## config.mk

```make
export PLATFORM = sky130hd
export DESIGN_NAME = ysyx_22050535_ifu
export DESIGN_NICKNAME = d
export VERILOG_FILES = /design/src/rtl/ysyx_22050535_ifu.sv
export SDC_FILE = /design/constraint.sdc
export NUM_CORES = 1
export LEC_CHECK = 0
export BUFFER_PORTS_ARGS = -buffer_cell sky130_fd_sc_hd__buf_2
export CORE_MARGIN = 2
export CORE_UTILIZATION = 47
export CTS_BUF_LIST = sky130_fd_sc_hd__clkbuf_16
export CTS_CLUSTER_DIAMETER = 80
export DETAILED_ROUTE_END_ITERATION = 6
export GPL_TIMING_DRIVEN = 0
export PLACE_DENSITY = 0.81
export SETUP_SLACK_MARGIN = 0.2
export SYNTH_ARGS = -nofsm -noshare
export SYNTH_HDL_FRONTEND = slang
export SYNTH_SLANG_ARGS = --single-unit
```

## constraint.sdc

```tcl
create_clock -name clk -period 2.55 [get_ports clk]
set_clock_uncertainty 0.05 [all_clocks]
set_input_delay 0.255 -clock clk [delete_from_list [all_inputs] [get_ports clk]]
set_output_delay 0.255 -clock clk [all_outputs]
set_load 0.02 [all_outputs]
```

## src/rtl/ysyx_22050535_ifu.sv

```systemverilog
// Instruction fetch unit: keeps the PC and fetches one word at a time from imem.
// Decode gets each fetched word with its PC. Redirects from execute can squash a fetch in flight.
module ysyx_22050535_ifu #(
  parameter logic [31:0] RESET_PC = 32'h8000_0000
) (
  input  logic        clk,
  input  logic        rst_n,
  output logic        imem_req_valid,
  output logic [31:0] imem_req_addr,
  input  logic        imem_req_ready,
  input  logic        imem_resp_valid,
  input  logic [31:0] imem_resp_data,
  input  logic        redirect_valid,
  input  logic [31:0] redirect_pc,
  output logic        inst_valid,
  input  logic        inst_ready,
  output logic [31:0] inst,
  output logic [31:0] inst_pc
);

  typedef enum logic [1:0] {StIdle, StReq, StWait, StHold} state_e;

  state_e      state;
  logic [31:0] pc;
  logic [31:0] inst_r;
  logic        kill;
  logic [31:0] redir_tgt;

  assign redir_tgt = redirect_pc & ~32'h3;

  // All outputs come from registers only, so no input reaches them combinationally.
  assign imem_req_valid = (state == StReq);
  assign inst_valid     = (state == StHold);
  assign imem_req_addr  = pc;
  assign inst_pc        = pc;
  assign inst           = inst_r;

  always_ff @(posedge clk or negedge rst_n) begin
    if (!rst_n) begin
      state  <= StIdle;
      pc     <= RESET_PC;
      inst_r <= 32'h0;
      kill   <= 1'b0;
    end else begin
      unique case (state)
        StIdle: begin
          if (redirect_valid) pc <= redir_tgt;
          state <= StReq;
        end
        StReq: begin
          if (redirect_valid) pc <= redir_tgt;
          if (imem_req_ready) begin
            state <= StWait;
            // A redirect during the handshake makes this fetch stale. Drop its response.
            if (redirect_valid) kill <= 1'b1;
          end
        end
        StWait: begin
          if (imem_resp_valid) begin
            if (redirect_valid) begin
              pc    <= redir_tgt;
              kill  <= 1'b0;
              state <= StReq;
            end else if (kill) begin
              kill  <= 1'b0;
              state <= StReq;
            end else begin
              inst_r <= imem_resp_data;
              state  <= StHold;
            end
          end else if (redirect_valid) begin
            pc   <= redir_tgt;
            kill <= 1'b1;
          end
        end
        StHold: begin
          if (inst_ready) begin
            pc    <= redirect_valid ? redir_tgt : pc + 32'd4;
            state <= StReq;
          end else if (redirect_valid) begin
            pc    <= redir_tgt;
            state <= StReq;
          end
        end
        default: state <= StIdle;
      endcase
    end
  end

endmodule
```

# Yosys cells after proc, flatten, opt, wreduce, memory -nomap -nowiden
# Cells that the tools add are included.
# word_totals
reg_bits,67
rom_bits,0
latch_bits,0
elab_cells,34
mem_bits_rw,0
out_inout_bits,98
memories,0
# op_classes
n_lt_le_gt_ge,0
div_mod_pow,0
n_bitwise,2
add_sub_neg,1
reduce_logical,6
mux,15
eq_ne,6
shift,0
multipliers,0
# op_table
operator,count
two-way mux 32 bit,3
one-hot mux 32 bit (2 select lines),1
adder 32 x 3 -> 32 bit (second input constant),1
two-way mux 2 bit,6
one-hot mux 2 bit (4 select lines),1
equality test 2 bit (second input constant),2
AND reduction 4 bit,1
two-way mux 1 bit,3
inequality test 3 x 2 -> 1 bit (second input constant),1
AND reduction 3 bit,1
OR reduction 3 bit,1
equality test 2 x 1 -> 1 bit (second input constant),1
logical NOT 2 bit,1
inequality test 2 x 1 -> 1 bit (second input constant),1
inequality test 2 bit (second input constant),1
inverter 1 bit,2
one-hot mux 1 bit (2 select lines),1
AND reduction 2 bit,1
nonzero test 2 bit,1

# Logic depth before layout (Yosys ltp)
# logic_depth
ltp_word,4
mapped_depth,6
depth_no_buf,6

# Worst setup path before layout
# Ideal clock, no wire load.
# synth_timing
kind,register to register
from,register state[0]
to,register pc[19] (netlist: imem_req_addr[19])
arrival_time_ns,1.861
required_time_ns,2.376
period_less_slack_ns,2.035
slack_ns,0.515
stages_incl_launch_ff,6
cell_sequence,dfrtp_1 -> ha_1 -> nand4_1 -> or4_4 -> o31a_1 -> o31a_1
# synth_via
elab_cells_between_ends,6
classes_between,3 x eq/ne; 1 x mux; 2 x reduce/logical
# synth_rtl
element,line,rtl
start: declaration,23,state_e state;
start signal: assignment,40,state <= StIdle;
start signal: assignment,48,state <= StReq;
start signal: assignment,53,state <= StWait;
equality test 2 bit,--,
via inst_valid,15,"output logic inst_valid,"
one-hot mux 32 bit (2 select lines),45,unique case (state)
end signal: assignment,47,if (redirect_valid) pc <= redir_tgt;
end signal: assignment,51,if (redirect_valid) pc <= redir_tgt;
end signal: assignment,61,pc <= redir_tgt;
end: declaration,24,logic [31:0] pc;
# The timed path passes the listed nets, and every way through them passes these cells.
# A chain may end at the register's enable or synchronous reset.

# Worst setup path in the final report
# layout_timing
from,register state[0]
to,register pc[19] (netlist: imem_req_addr[19])
# layout_via
elab_chain_len,3
elab_cells_between_ends,6
classes_between,3 x eq/ne; 1 x mux; 2 x reduce/logical
# layout_lines
element,line
"equality test 2 x 1 -> 1 bit, or another cell as far along",45
OR reduction 3 bit (no line),--
one-hot mux 32 bit (2 select lines) (*),45
# Every way passes the cells marked *; elsewhere a longest branch is shown, timed or not.

==> results.ini <==
[die]
design.portCount = 168
floorplan.die.width_um = 90.11
full_die_area_um2 = 8119
core.rowCount = 31
initial_utilization = 0.4830
floorplan.die.height_um = 90.11
core_area_um2 = 7214

[layout]
drive_gt1_frac = 0.5000
fillCellCount = 603
nets = 572
layoutNonFillerInstCount = 601
synthToLayoutAreaGrowth_pct = 36.59
diodes = 0
layout.cell_area.non_filler_um2 = 4760
utilization = 0.6597

[sta]
fmaxAchievable_mhz = 482.0
rsz_0062_raised_after_global_routing = false
setup_viol = 0
finalCriticalPeriod_ns = 2.075
final-hold-violation-count = 12
finalSetupTns_ns = 0
worst_pin_slew_ns = 0.8446
final.period_utilization = 0.8136
drv_slew = 0
worst_hold_slack_ns = -0.02233
final.setup.worst_slack_ns = 0.4752
slew_headroom = 0.4369

[placed_design]
buffer_ports.inserted = 165
place_congestion = 0.7772
hpwlAfterDp_um = 6517
placedCellCount = 585
placement.setup.worst_slack_ns = 0.4735
detailed_place.area_um2 = 4437

[run_status]
violated_checks = hold timing
result_of_the_run = finished, violations left

[logic_synthesis]
synth_top_flop_cell = sky130_fd_sc_hd__dfrtp_1
syn_inst = 321
yosys_warnings = 0
synth_largest_type_area_fraction = 0.4740
yosys-top-cells-area = sky130_fd_sc_hd__dfrtp_1 (47%), sky130_fd_sc_hd__mux2_2 (10%), sky130_fd_sc_hd__mux2i_1 (7.5%), sky130_fd_sc_hd__buf_4 (6.9%), sky130_fd_sc_hd__nand4_1 (2.9%)
postSynth.asyncResetShare = 1.000
netlist.top_cell.by_area = sky130_fd_sc_hd__dfrtp_1
synthesis.area_um2 = 3485
synth-edff-count = 0
yosys_register_bits = 67
synth.yosys.seq_area_share = 0.4815
yosys_cell_types = 35
synth_fp_nets = 396
synthesized_area_divided_by_synthesized_cell_count_um2 = 10.86

[cts]
num_cts_buffers = 9
tritoncts_num_sinks = 67
clock-root-buffer = sky130_fd_sc_hd__clkbuf_16
clock_path_buffers = 2
tritoncts = done
clock_latency_ns = 0.32
cts-htree-levels = 3
cts.clk_slew.worst_paths_ns = 0.06

[power]
cellPowerDensity_nw_per_um2 = 785.0
seqPwrFrac = 0.372
sw_pwr_mw = 1.206
power.internal_mw = 2.530
p_comb_frac = 0.274
total_leakage_power_nw = 2.568
ir_drop_uv = 595.1
clkPwrFrac = 0.354
power_switching_share = 0.3229
power_mw = 3.736

[routing]
antenna_violating_nets_post_route = 0
routed-via-count = 3064
routed_wire_length_per_instance_um = 14.35
finalWirelength_um = 8625
detail_route.drc_violations = 0
drt_via_density = 5.098
detailedRoute.firstIterationViolations = 110
drt_first_pass_iters = 6

[global_route]
globalRouteOverflowTotal = 0
m1_gr_usage = 0.2666
grt_pass1_wl_um = 14320
global_route.usage.met3 = 0.08131
maximum_number_of_pins_on_one_net_before_global_route_repair = 68
number_of_global_route_vias_before_repair = 3007
antenna_found_initial = 1
grt-busiest-layer = met2
globalRouteTotalUtil = 0.2172
grtUsageMet2 = 0.3509

[worst_setup_path]
required_ns = 2.70
minimum_setup_slack_among_reg_to_reg_paths_ns = 0.48
ff2ff_path_depth = 5
crit_start = state[0]$_DFFE_PN0P_
setup.worst_path.class = flip-flop to flip-flop
cp-start-kind = flip-flop
critical_path_arrival_ns = 2.23
path_max_fanout = 8
cp-end-kind = flip-flop
worst_setup_path_endpoint = imem_req_addr[19]$_DFF_PN0_
critical_path.reg2reg.endpoint = imem_req_addr[19]$_DFF_PN0_
critical_path.reg2reg.startpoint = state[0]$_DFFE_PN0P_

[run]
cap_viol_max_count = 0

[min_path]
timing.hold.worst.class = input pin to async pin

==> critical path, stage by stage (launching register included) <==
cell	delay, ns
sky130_fd_sc_hd__dfrtp_1	0.41
sky130_fd_sc_hd__ha_1	0.30
sky130_fd_sc_hd__nand4_1	0.20
sky130_fd_sc_hd__or4_4	0.47
sky130_fd_sc_hd__o31a_1	0.25
sky130_fd_sc_hd__o31a_1	0.27
==> timing repair <==
item / in CTS / in global routing
setup buffers: 0 / 0
setup endpoints to repair: 0 / 5
resized for setup: 0 / 1
hold buffers: 0 / 0
==> routing by layer <==
layer	share of wire	wire length [µm]
met5	0	0
met4	0.013	110
met3	0.11	941
met2	0.47	4088
met1	0.40	3485
==> final cells by class <==
cell class / count / area, µm² / share of cell area
flip-flops and latches: 67 / 1678 / 0.3525
multi-input cells: 202 / 1491 / 0.3134
repair buffers: 165 / 828.3 / 0.1740
plain buffers: 46 / 299.0 / 0.06283
clock buffers: 9 / 225.2 / 0.04732
well taps: 99 / 123.9 / 0.02603
clock inverters: 7 / 91.34 / 0.01919
inverters: 6 / 22.52 / 0.004732
==> logic make-up after synthesis <==
family                     share of synthesized area
and+or+nand+nor                               0.1501
DFF                                           0.4815
muxes                                         0.1813
buffers and inverters                        0.09228
AOI/OAI and AO/OA                            0.04417
xor gates and xnor gates                     0.03268
adders and majority gates                    0.01795
==> cells in the mapped netlist, types with 6 or more instances <==
cell / n
sky130_fd_sc_hd__inv_1: 6
sky130_fd_sc_hd__nand4_1: 16
sky130_fd_sc_hd__o21ai_0: 16
sky130_fd_sc_hd__nand2_1: 24
sky130_fd_sc_hd__mux2i_1: 26
sky130_fd_sc_hd__nor2_1: 13
sky130_fd_sc_hd__dfrtp_1: 66
sky130_fd_sc_hd__clkbuf_1: 8
sky130_fd_sc_hd__xnor2_1: 8
sky130_fd_sc_hd__and3_1: 9
sky130_fd_sc_hd__nand3_1: 11
sky130_fd_sc_hd__buf_4: 32
sky130_fd_sc_hd__mux2_2: 31
sky130_fd_sc_hd__nor4_1: 8
==> sequential cells by signal, summed over array words and instances (netlist names) <==
| signal | count |
|---|---|
| inst | 32 |
| state | 2 |
| imem_req_addr | 32 |
| kill | 1 |
==> power groups by stage <==
| stage | Combinational, mW | Clock [mW] | Sequential (mW) |
|---|---|---|---|
| finish | 1.02 | 1.32 | 1.39 |
| global route | 1.11 | 1.39 | 1.42 |
| CTS | 1.03 | 1.34 | 1.39 |
| detailed placement | 1.03 | 0 | 1.41 |
| global placement | 1.01 | 0 | 1.39 |
| floorplan | 0.476 | 0 | 1.58 |
==> placed cells by master (no fill, tap or decap), drive strengths merged, types with 2 or more instances in the layout <==
| master | instances |
|---|---|
| xnor2 | 8 |
| nand4 | 16 |
| nor4 | 8 |
| clkinv | 4 |
| nand2 | 24 |
| inv | 7 |
| buf | 203 |
| o31a | 2 |
| nand3 | 11 |
| dfrtp | 66 |
| xor2 | 5 |
| a31oi | 3 |
| nor2 | 13 |
| and3 | 9 |
| bufinv | 2 |
| clkbuf | 17 |
| nor2b | 3 |
| nor3 | 3 |
| mux2i | 26 |
| a21oi | 3 |
| o21ai | 16 |
| mux2 | 33 |
| nand2b | 3 |
| o31ai | 2 |
| or4 | 2 |
| ha | 5 |
| nand4b | 2 |
==> how the worst min path moves through the flow <==
stage	startpoint	to	slack [ns]	cells past startpoint
final	rst_n	inst[3]$_DFFE_PN0P_	-0.02	1
after global routing	rst_n	inst[6]$_DFFE_PN0P_	0.07	1
after detailed placement	rst_n	inst[3]$_DFFE_PN0P_	0.37	1
after floorplan	rst_n	imem_req_addr[0]$_DFFE_PN0P_	-0.09	0
after global placement	redirect_pc[9]	imem_req_addr[9]$_DFF_PN0_	0.42	3
after CTS	rst_n	inst[3]$_DFFE_PN0P_	0.03	1
Note: power is estimated with default switching activity, not from simulation.
